`src/rtl/iob_native_responder_pkg.sv`:
```
// Shared types and widths for the IOb Native responder.
package iob_native_responder_pkg;

   typedef enum logic [1:0] {
      ST_IDLE  = 2'd0,
      ST_WAIT  = 2'd1,
      ST_ACK   = 2'd2,
      ST_RDATA = 2'd3
   } state_t;

   localparam int CNT_W   = 8;
   localparam int STATS_W = 32;

endpackage

```
`src/rtl/iob_native_responder_stats.sv`:
```
// Read/write transaction counters for the IOb Native responder.
// Counters wrap freely; a clear wins over a same-cycle increment.
module iob_native_responder_stats
   import iob_native_responder_pkg::*;
(
   input  logic               clk,
   input  logic               rst,
   input  logic               clr_i,
   input  logic               rd_inc_i,
   input  logic               wr_inc_i,
   output logic [STATS_W-1:0] rd_cnt_o,
   output logic [STATS_W-1:0] wr_cnt_o
);

   localparam logic [STATS_W-1:0] STATS_ONE = 1;

   // count accepted reads and writes, clear takes priority
   always_ff @(posedge clk or posedge rst) begin
      if (rst) begin
         rd_cnt_o <= '0;
         wr_cnt_o <= '0;
      end else if (clr_i) begin
         rd_cnt_o <= '0;
         wr_cnt_o <= '0;
      end else begin
         if (rd_inc_i) rd_cnt_o <= rd_cnt_o + STATS_ONE;
         if (wr_inc_i) wr_cnt_o <= wr_cnt_o + STATS_ONE;
      end
   end

endmodule

```
`src/rtl/iob_native_responder.sv`:
```
// IOb Native responder in front of a single-port, byte-enabled RAM with
// one-cycle read latency. WAIT_CYCLES wait states precede each ready.
// Optional macro IOB_NATIVE_RESPONDER_STATS_EN adds read/write counters.
//
// state    | meaning
// ---------+-------------------------------------------------------
// ST_IDLE  | no request in flight, outputs inactive
// ST_WAIT  | wait-state down-counter running
// ST_ACK   | ready high, RAM access issued
// ST_RDATA | read data from RAM presented with rvalid
module iob_native_responder
   import iob_native_responder_pkg::*;
#(
   parameter int ADDR_W      = 14,
   parameter int DATA_W      = 32,
   parameter int WAIT_CYCLES = 2
) (
   input  logic                                 clk,
   input  logic                                 rst,
   input  logic                                 iob_avalid_i,
   input  logic [ADDR_W-1:0]                    iob_addr_i,
   input  logic [DATA_W-1:0]                    iob_wdata_i,
   input  logic [DATA_W/8-1:0]                  iob_wstrb_i,
   output logic                                 iob_ready_o,
   output logic                                 iob_rvalid_o,
   output logic [DATA_W-1:0]                    iob_rdata_o,
   output logic                                 mem_en_o,
   output logic [ADDR_W-$clog2(DATA_W/8)-1:0]   mem_addr_o,
   output logic [DATA_W-1:0]                    mem_wdata_o,
   output logic [DATA_W/8-1:0]                  mem_we_o,
   input  logic [DATA_W-1:0]                    mem_rdata_i
`ifdef IOB_NATIVE_RESPONDER_STATS_EN
   ,
   input  logic                                 stats_clr_i,
   output logic [STATS_W-1:0]                   rd_cnt_o,
   output logic [STATS_W-1:0]                   wr_cnt_o
`endif
);

   localparam int OFF_W = $clog2(DATA_W/8);
   localparam logic [CNT_W-1:0] CNT_LOAD = (WAIT_CYCLES > 0) ? CNT_W'(WAIT_CYCLES - 1) : '0;
   localparam logic [CNT_W-1:0] CNT_ONE  = 1;

   state_t           state_q, state_d;
   logic [CNT_W-1:0] cnt_q, cnt_d;

   // byte offset bits select nothing in a word-wide RAM
   generate
      if (OFF_W > 0) begin : g_off
         logic unused_addr_lsb;
         assign unused_addr_lsb = ^iob_addr_i[OFF_W-1:0];
      end
   endgenerate

   // state and wait counter registers
   always_ff @(posedge clk or posedge rst) begin
      if (rst) begin
         state_q <= ST_IDLE;
         cnt_q   <= '0;
      end else begin
         state_q <= state_d;
         cnt_q   <= cnt_d;
      end
   end

   // next state and state-decoded outputs
   always_comb begin
      state_d      = state_q;
      cnt_d        = cnt_q;
      iob_ready_o  = 1'b0;
      iob_rvalid_o = 1'b0;
      iob_rdata_o  = '0;
      mem_en_o     = 1'b0;
      mem_addr_o   = '0;
      mem_wdata_o  = '0;
      mem_we_o     = '0;
      case (state_q)
         ST_IDLE: begin
            if (iob_avalid_i) begin
               if (WAIT_CYCLES == 0) begin
                  state_d = ST_ACK;
               end else begin
                  state_d = ST_WAIT;
                  cnt_d   = CNT_LOAD;
               end
            end
         end
         ST_WAIT: begin
            // a dropped request abandons the transfer before any RAM access
            if (!iob_avalid_i) begin
               state_d = ST_IDLE;
            end else if (cnt_q == '0) begin
               state_d = ST_ACK;
            end else begin
               cnt_d = cnt_q - CNT_ONE;
            end
         end
         ST_ACK: begin
            iob_ready_o = 1'b1;
            mem_en_o    = 1'b1;
            mem_addr_o  = iob_addr_i[ADDR_W-1:OFF_W];
            mem_wdata_o = iob_wdata_i;
            mem_we_o    = iob_wstrb_i;
            state_d     = (iob_wstrb_i == '0) ? ST_RDATA : ST_IDLE;
         end
         ST_RDATA: begin
            iob_rvalid_o = 1'b1;
            iob_rdata_o  = mem_rdata_i;
            state_d      = ST_IDLE;
         end
         default: state_d = ST_IDLE;
      endcase
   end

`ifdef IOB_NATIVE_RESPONDER_STATS_EN
   logic ack_rd, ack_wr;

   // classify the accepted request for the counters
   always_comb begin
      ack_rd = (state_q == ST_ACK) && (iob_wstrb_i == '0);
      ack_wr = (state_q == ST_ACK) && (iob_wstrb_i != '0);
   end

   iob_native_responder_stats u_stats (
      .clk      (clk),
      .rst      (rst),
      .clr_i    (stats_clr_i),
      .rd_inc_i (ack_rd),
      .wr_inc_i (ack_wr),
      .rd_cnt_o (rd_cnt_o),
      .wr_cnt_o (wr_cnt_o)
   );
`endif

endmodule

```
`config.mk`:
```
export PLATFORM = sky130hd
export DESIGN_NAME = iob_native_responder
export DESIGN_NICKNAME = d
export VERILOG_FILES = /design/src/rtl/iob_native_responder_pkg.sv /design/src/rtl/iob_native_responder_stats.sv /design/src/rtl/iob_native_responder.sv
export SDC_FILE = /design/constraint.sdc
export NUM_CORES = 1
export LEC_CHECK = 0
export CELL_PAD_IN_SITES_DETAIL_PLACEMENT = 0
export CELL_PAD_IN_SITES_GLOBAL_PLACEMENT = 1
export CORE_ASPECT_RATIO = 2
export CORE_MARGIN = 10
export CORE_UTILIZATION = 15
export CTS_CLUSTER_DIAMETER = 150
export DETAILED_ROUTE_END_ITERATION = 8
export PLACE_DENSITY = 0.84
export SLEW_MARGIN = 0
export SYNTH_ARGS = -nofsm -noshare
export SYNTH_HDL_FRONTEND = slang
export SYNTH_SLANG_ARGS = --single-unit
export TNS_END_PERCENT = 100
```
`constraint.sdc`:
```
create_clock -name clk -period 4.6 [get_ports clk]
set_input_delay 0.92 -clock clk [delete_from_list [all_inputs] [get_ports clk]]
set_output_delay 0.92 -clock clk [all_outputs]
set_load 0.1 [all_outputs]
```
; Word-level counts from Yosys, hierarchy flattened
; Index checks and enable logic that the tools add are counted.
[totals]
register_bits = 10
output_inout_bits = 83
wordCells = 31
input_bits = 85
[op_classes]
muxes = 15
n_addsub = 1
reduce_logical = 6
eq_ne = 7
[ops]
columns = cell, count
row1 = $mux 32, 2
row2 = $mux 8, 3
row3 = $pmux 8 s2, 1
row4 = $mux 12, 1
row5 = $logic_not 8->1, 1
row6 = $mux 2, 4
row7 = $pmux 2 s4, 1
row8 = $sub 8x1->8 const B, 1
row9 = $ne 2x2->1 const B, 3
row10 = $eq 2x2->1 const B, 2
row11 = $logic_not 4->1, 1
row12 = $mux 4, 1
row13 = $reduce_and 4->1, 1
row14 = $ne 3x3->1 const B, 1
row15 = $eq 2x1->1 const B, 1
row16 = $logic_not 2->1, 1
row17 = $mux 1, 2
row18 = $reduce_and 2->1, 1
row19 = $reduce_bool 2->1, 1

; Logic depth before layout (Yosys ltp)
[logic_depth]
depth_word = 4
ltp_mapped = 7
mapped_depth_nobuf = 6

; Worst setup path before layout
; No wires, ideal clock.
[synth_path]
kind = reg2out
startpoint = register state_q[1]
endpoint = output port mem_addr_o[10]
arrival_ns = 2.558
n_path_buf = 1
path_stages_with_launch = 4
required_time_ns = 3.680
path_slack_ns = 1.122
path_cell_list = dfrtp_1 > nor2b_1 > clkbuf_1 > and2_1
[synth_between]
elab_chain_cells = 2
[synth_rtl]
columns = item, line
row1 = from (decl), iob_native_responder.sv:44  ; state_t state_q, state_d;
row2 = from (signal assigned), iob_native_responder.sv:61  ; state_q <= state_d;
row3 = $eq 2x2->1, iob_native_responder.sv:77  ; case (state_q)
row4 = $mux 12, iob_native_responder.sv:77
row5 = to (decl), iob_native_responder.sv:28  ; output logic [ADDR_W-$clog2(DATA_W/8)-1:0] mem_addr_o,
; No other way between the ends.

; Worst setup path after layout
[layout_path]
startpoint = register state_q[1]
endpoint = output port iob_rvalid_o
[layout_between]
elab_chain_cells = 2
[layout_rtl]
columns = item, line
row1 = $eq 2x2->1, iob_native_responder.sv:77
row2 = $mux 1, iob_native_responder.sv:77
row3 = to (decl), iob_native_responder.sv:25  ; output logic iob_rvalid_o,
; No other way between the ends.

==> impl_metrics.tcl <==
set metrics [dict create \
    status "completed" \
    worstPathCellList "and2_1, clkdlybuf4s50_1" \
    yosysMostFrequentCell "and2_1" \
    netlist_instances 160 \
    grt_pass1_vias 1844 \
    cts.sinks 10 \
    routed_wl_mm 6.954 \
    path_max_fanout 36 \
    grt_pass1_wl_mm 9.963 \
    drtAntennaViolNets 0 \
    grt.total_usage 0.1090 \
    cts_hold_buf 0 \
    coreArea_um2 7545 \
    min_from "cnt_q[5]$_DFFE_PP0P_" \
    dp_hpwl_mm 6.165 \
    dr.pass1.iters 4 \
    r2r-start "cnt_q[0]$_DFFE_PP0P_" \
    crit_slowest_cell "clkdlybuf4s50_1" \
    pin_count 168 \
    cts_max_level 1 \
    drv_cap 0 \
    synth_edf_count 0 \
    cts_root_buffer "clkbuf_16" \
    crit_required_ns 3.68 \
    worstSetupStartpointType "register" \
    final-setup-viol-count 0 \
    cts_setup_buffers 0 \
    fmax_ghz 0.2955 \
    tns_ns 0 \
    synthTopCellsByArea "and2_1, dfrtp_1, and3_1" \
    dr.first_iter.drc_count 26 \
    netlist_area_um2 1149 \
    start_util 0.1522 \
    cts.clk_slew.worst_paths_ns 0.04 \
    die_y_um 143.8 \
    hp-class "register to register" \
    cts_buffer_depth 2 \
    fp-row-count 45 \
    synth-xor-area-share 0 \
    avgViaCountPerCell 4.301 \
    antenna_found_initial 0 \
    drv_slew 0 \
    crit_arrival_ns 2.46 \
    post_cts_resized 0 \
    syn_to_final_growth_pct 138.3 \
    fin_skew_ns 0.002886 \
    slew_headroom 0.3458 \
    finalHoldViolations 0 \
    cts_made_buffers 3 \
    period_share 0.7357 \
    yosys_most_used_dff "dfrtp_1" \
    drcViolationCount 0 \
    synth_top_family_by_area "simple AND/OR/NAND/NOR gates" \
    ir_drop_mv 0.1489 \
    synthDistinctLibCells 33 \
    muxShareOfSynthArea 0.008715 \
    period_needed_ns 3.384 \
    synth_top_area_share 0.2669 \
    drive_above_1_share 0.2889 \
    grt_setup_unrepaired "false" \
    cpPeakStageDelay_ns 1.14 \
    critPathTopFamily "buffers and inverters" \
    synth_compound_area_frac 0.09804 \
    ff2ff_setup_slack_ns 2.64 \
    io_buffers 165 \
    endpoint_kind "output port" \
    syn-num-nets 247 \
    crit_start "state_q[1]$_DFFE_PP0P_" \
    synthAdderAreaFrac 0.02179 \
    diodes 0 \
    total_power_mw 0.9245 \
    post_drt_wl_per_cell_um 17.00 \
    clk_latency_ns 0.24 \
    grt-ovfl-total 0 \
    synthArstFlopShare 1.000 \
    pre_cts_ws_ns 1.434 \
    layout_setup_ws_ns 1.216 \
    ys_seq_area_frac 0.2179 \
    synth_warnings 0 \
    nets 404 \
    cts_tree "done" \
    synthSimpleGateAreaFrac 0.5817 \
    synth_area_per_cell_um2 7.179 \
    yosys.area.top_type "and2_1" \
    dieArea_um2 11770 \
    worst_pin_slew_ns 0.9783 \
    ys_top_cells_by_count "and2_1, and3_1, clkbuf_1, dfrtp_1, nand2_1" \
    p_leak_nw 1.405 \
    pwr_density_cell_nw_per_um2 337.7 \
    place.gp.congestion 0.8575 \
    dr_total_vias 1759 \
    ys_ff_latch 10 \
    grt_max_degree 52 \
    die_x_um 81.88 \
    path_buf_inv 1 \
    crit_type "register to output port" \
]
[sequential cells by signal (all words and copies together) (netlist names)]
signal / flops
cnt_q: 8
state_q: 2
[per-stage QoR]
| step | hold slack [ns] | util | std cells | instance area, um2 |
|---|---|---|---|---|
| final | 0.5288 | 0.3629 | 409 | 2738 |
| after global routing | 0.5600 | 0.3629 | 409 | 2738 |
| after CTS | 0.5264 | 0.3629 | 409 | 2738 |
| after detailed placement | 0.5313 | 0.3529 | 406 | 2663 |
| after global placement | 0.5110 | 0.3529 | 406 | 2663 |
| after floorplan | 0.4751 | - | 160 | 1149 |
[layout by cell type (no fill, tap or decap), types with 2 or more instances in the layout]
cell type and n:
nand2_1 7, o21ai_0 6, clkdlybuf4s50_1 83, buf_4 84, inv_1 4, dfrtp_1 10
nand4_1 2, ha_1 2, and3_1 32, o21ai_1 4, nor3_1 2, nor4_1 3
clkbuf_16 3, and2_1 49, nand3_1 3, nor2_1 3
[worst paths after layout]
kind                       cells after the start                     end
min                                            1    cnt_q[5]$_DFFE_PP0P_
min reg2reg                                    1    cnt_q[5]$_DFFE_PP0P_
max reg2reg                                    6    cnt_q[2]$_DFFE_PP0P_
max in group asynchronous                      2  state_q[0]$_DFFE_PP0P_
min in group asynchronous                      2    cnt_q[4]$_DFFE_PP0P_
max                                            2            iob_rvalid_o
[report_power, final]
| group | internal, mW | switching, mW | leakage [nW] |
|---|---|---|---|
| combinational | 0.204 | 0.396 | 1.24 |
| clock | 0.113 | 0.0401 | 0.0370 |
| sequential | 0.120 | 0.0517 | 0.131 |
| total | 0.437 | 0.488 | 1.40 |
[logic make-up after synthesis]
family,after synthesis
adders and majority gates,2
muxes,1
DFF,10
buffers and inverters,19
and+or+nand+nor,110
AOI/OAI and AO/OA,18
[metal layers]
metal / global-route usage / up-vias / wire [um]
li1: - / 859 / -
met1: 0.09664 / 743 / 2375
met2: 0.2041 / 150 / 3283
met3: 0.05257 / 7 / 1193
met4: 0.03423 / 0 / 102
met5: 0 / - / 0
[area by class of cell]
class	count	area [um2]
multi-input cells	131	818.3
inverters	4	15.01
clock buffers	3	75.07
well taps	94	117.6
fillers	793	4807
repair buffers	167	1461
flip-flops and latches	10	250.2
Power figures use the tool's default switching activity.
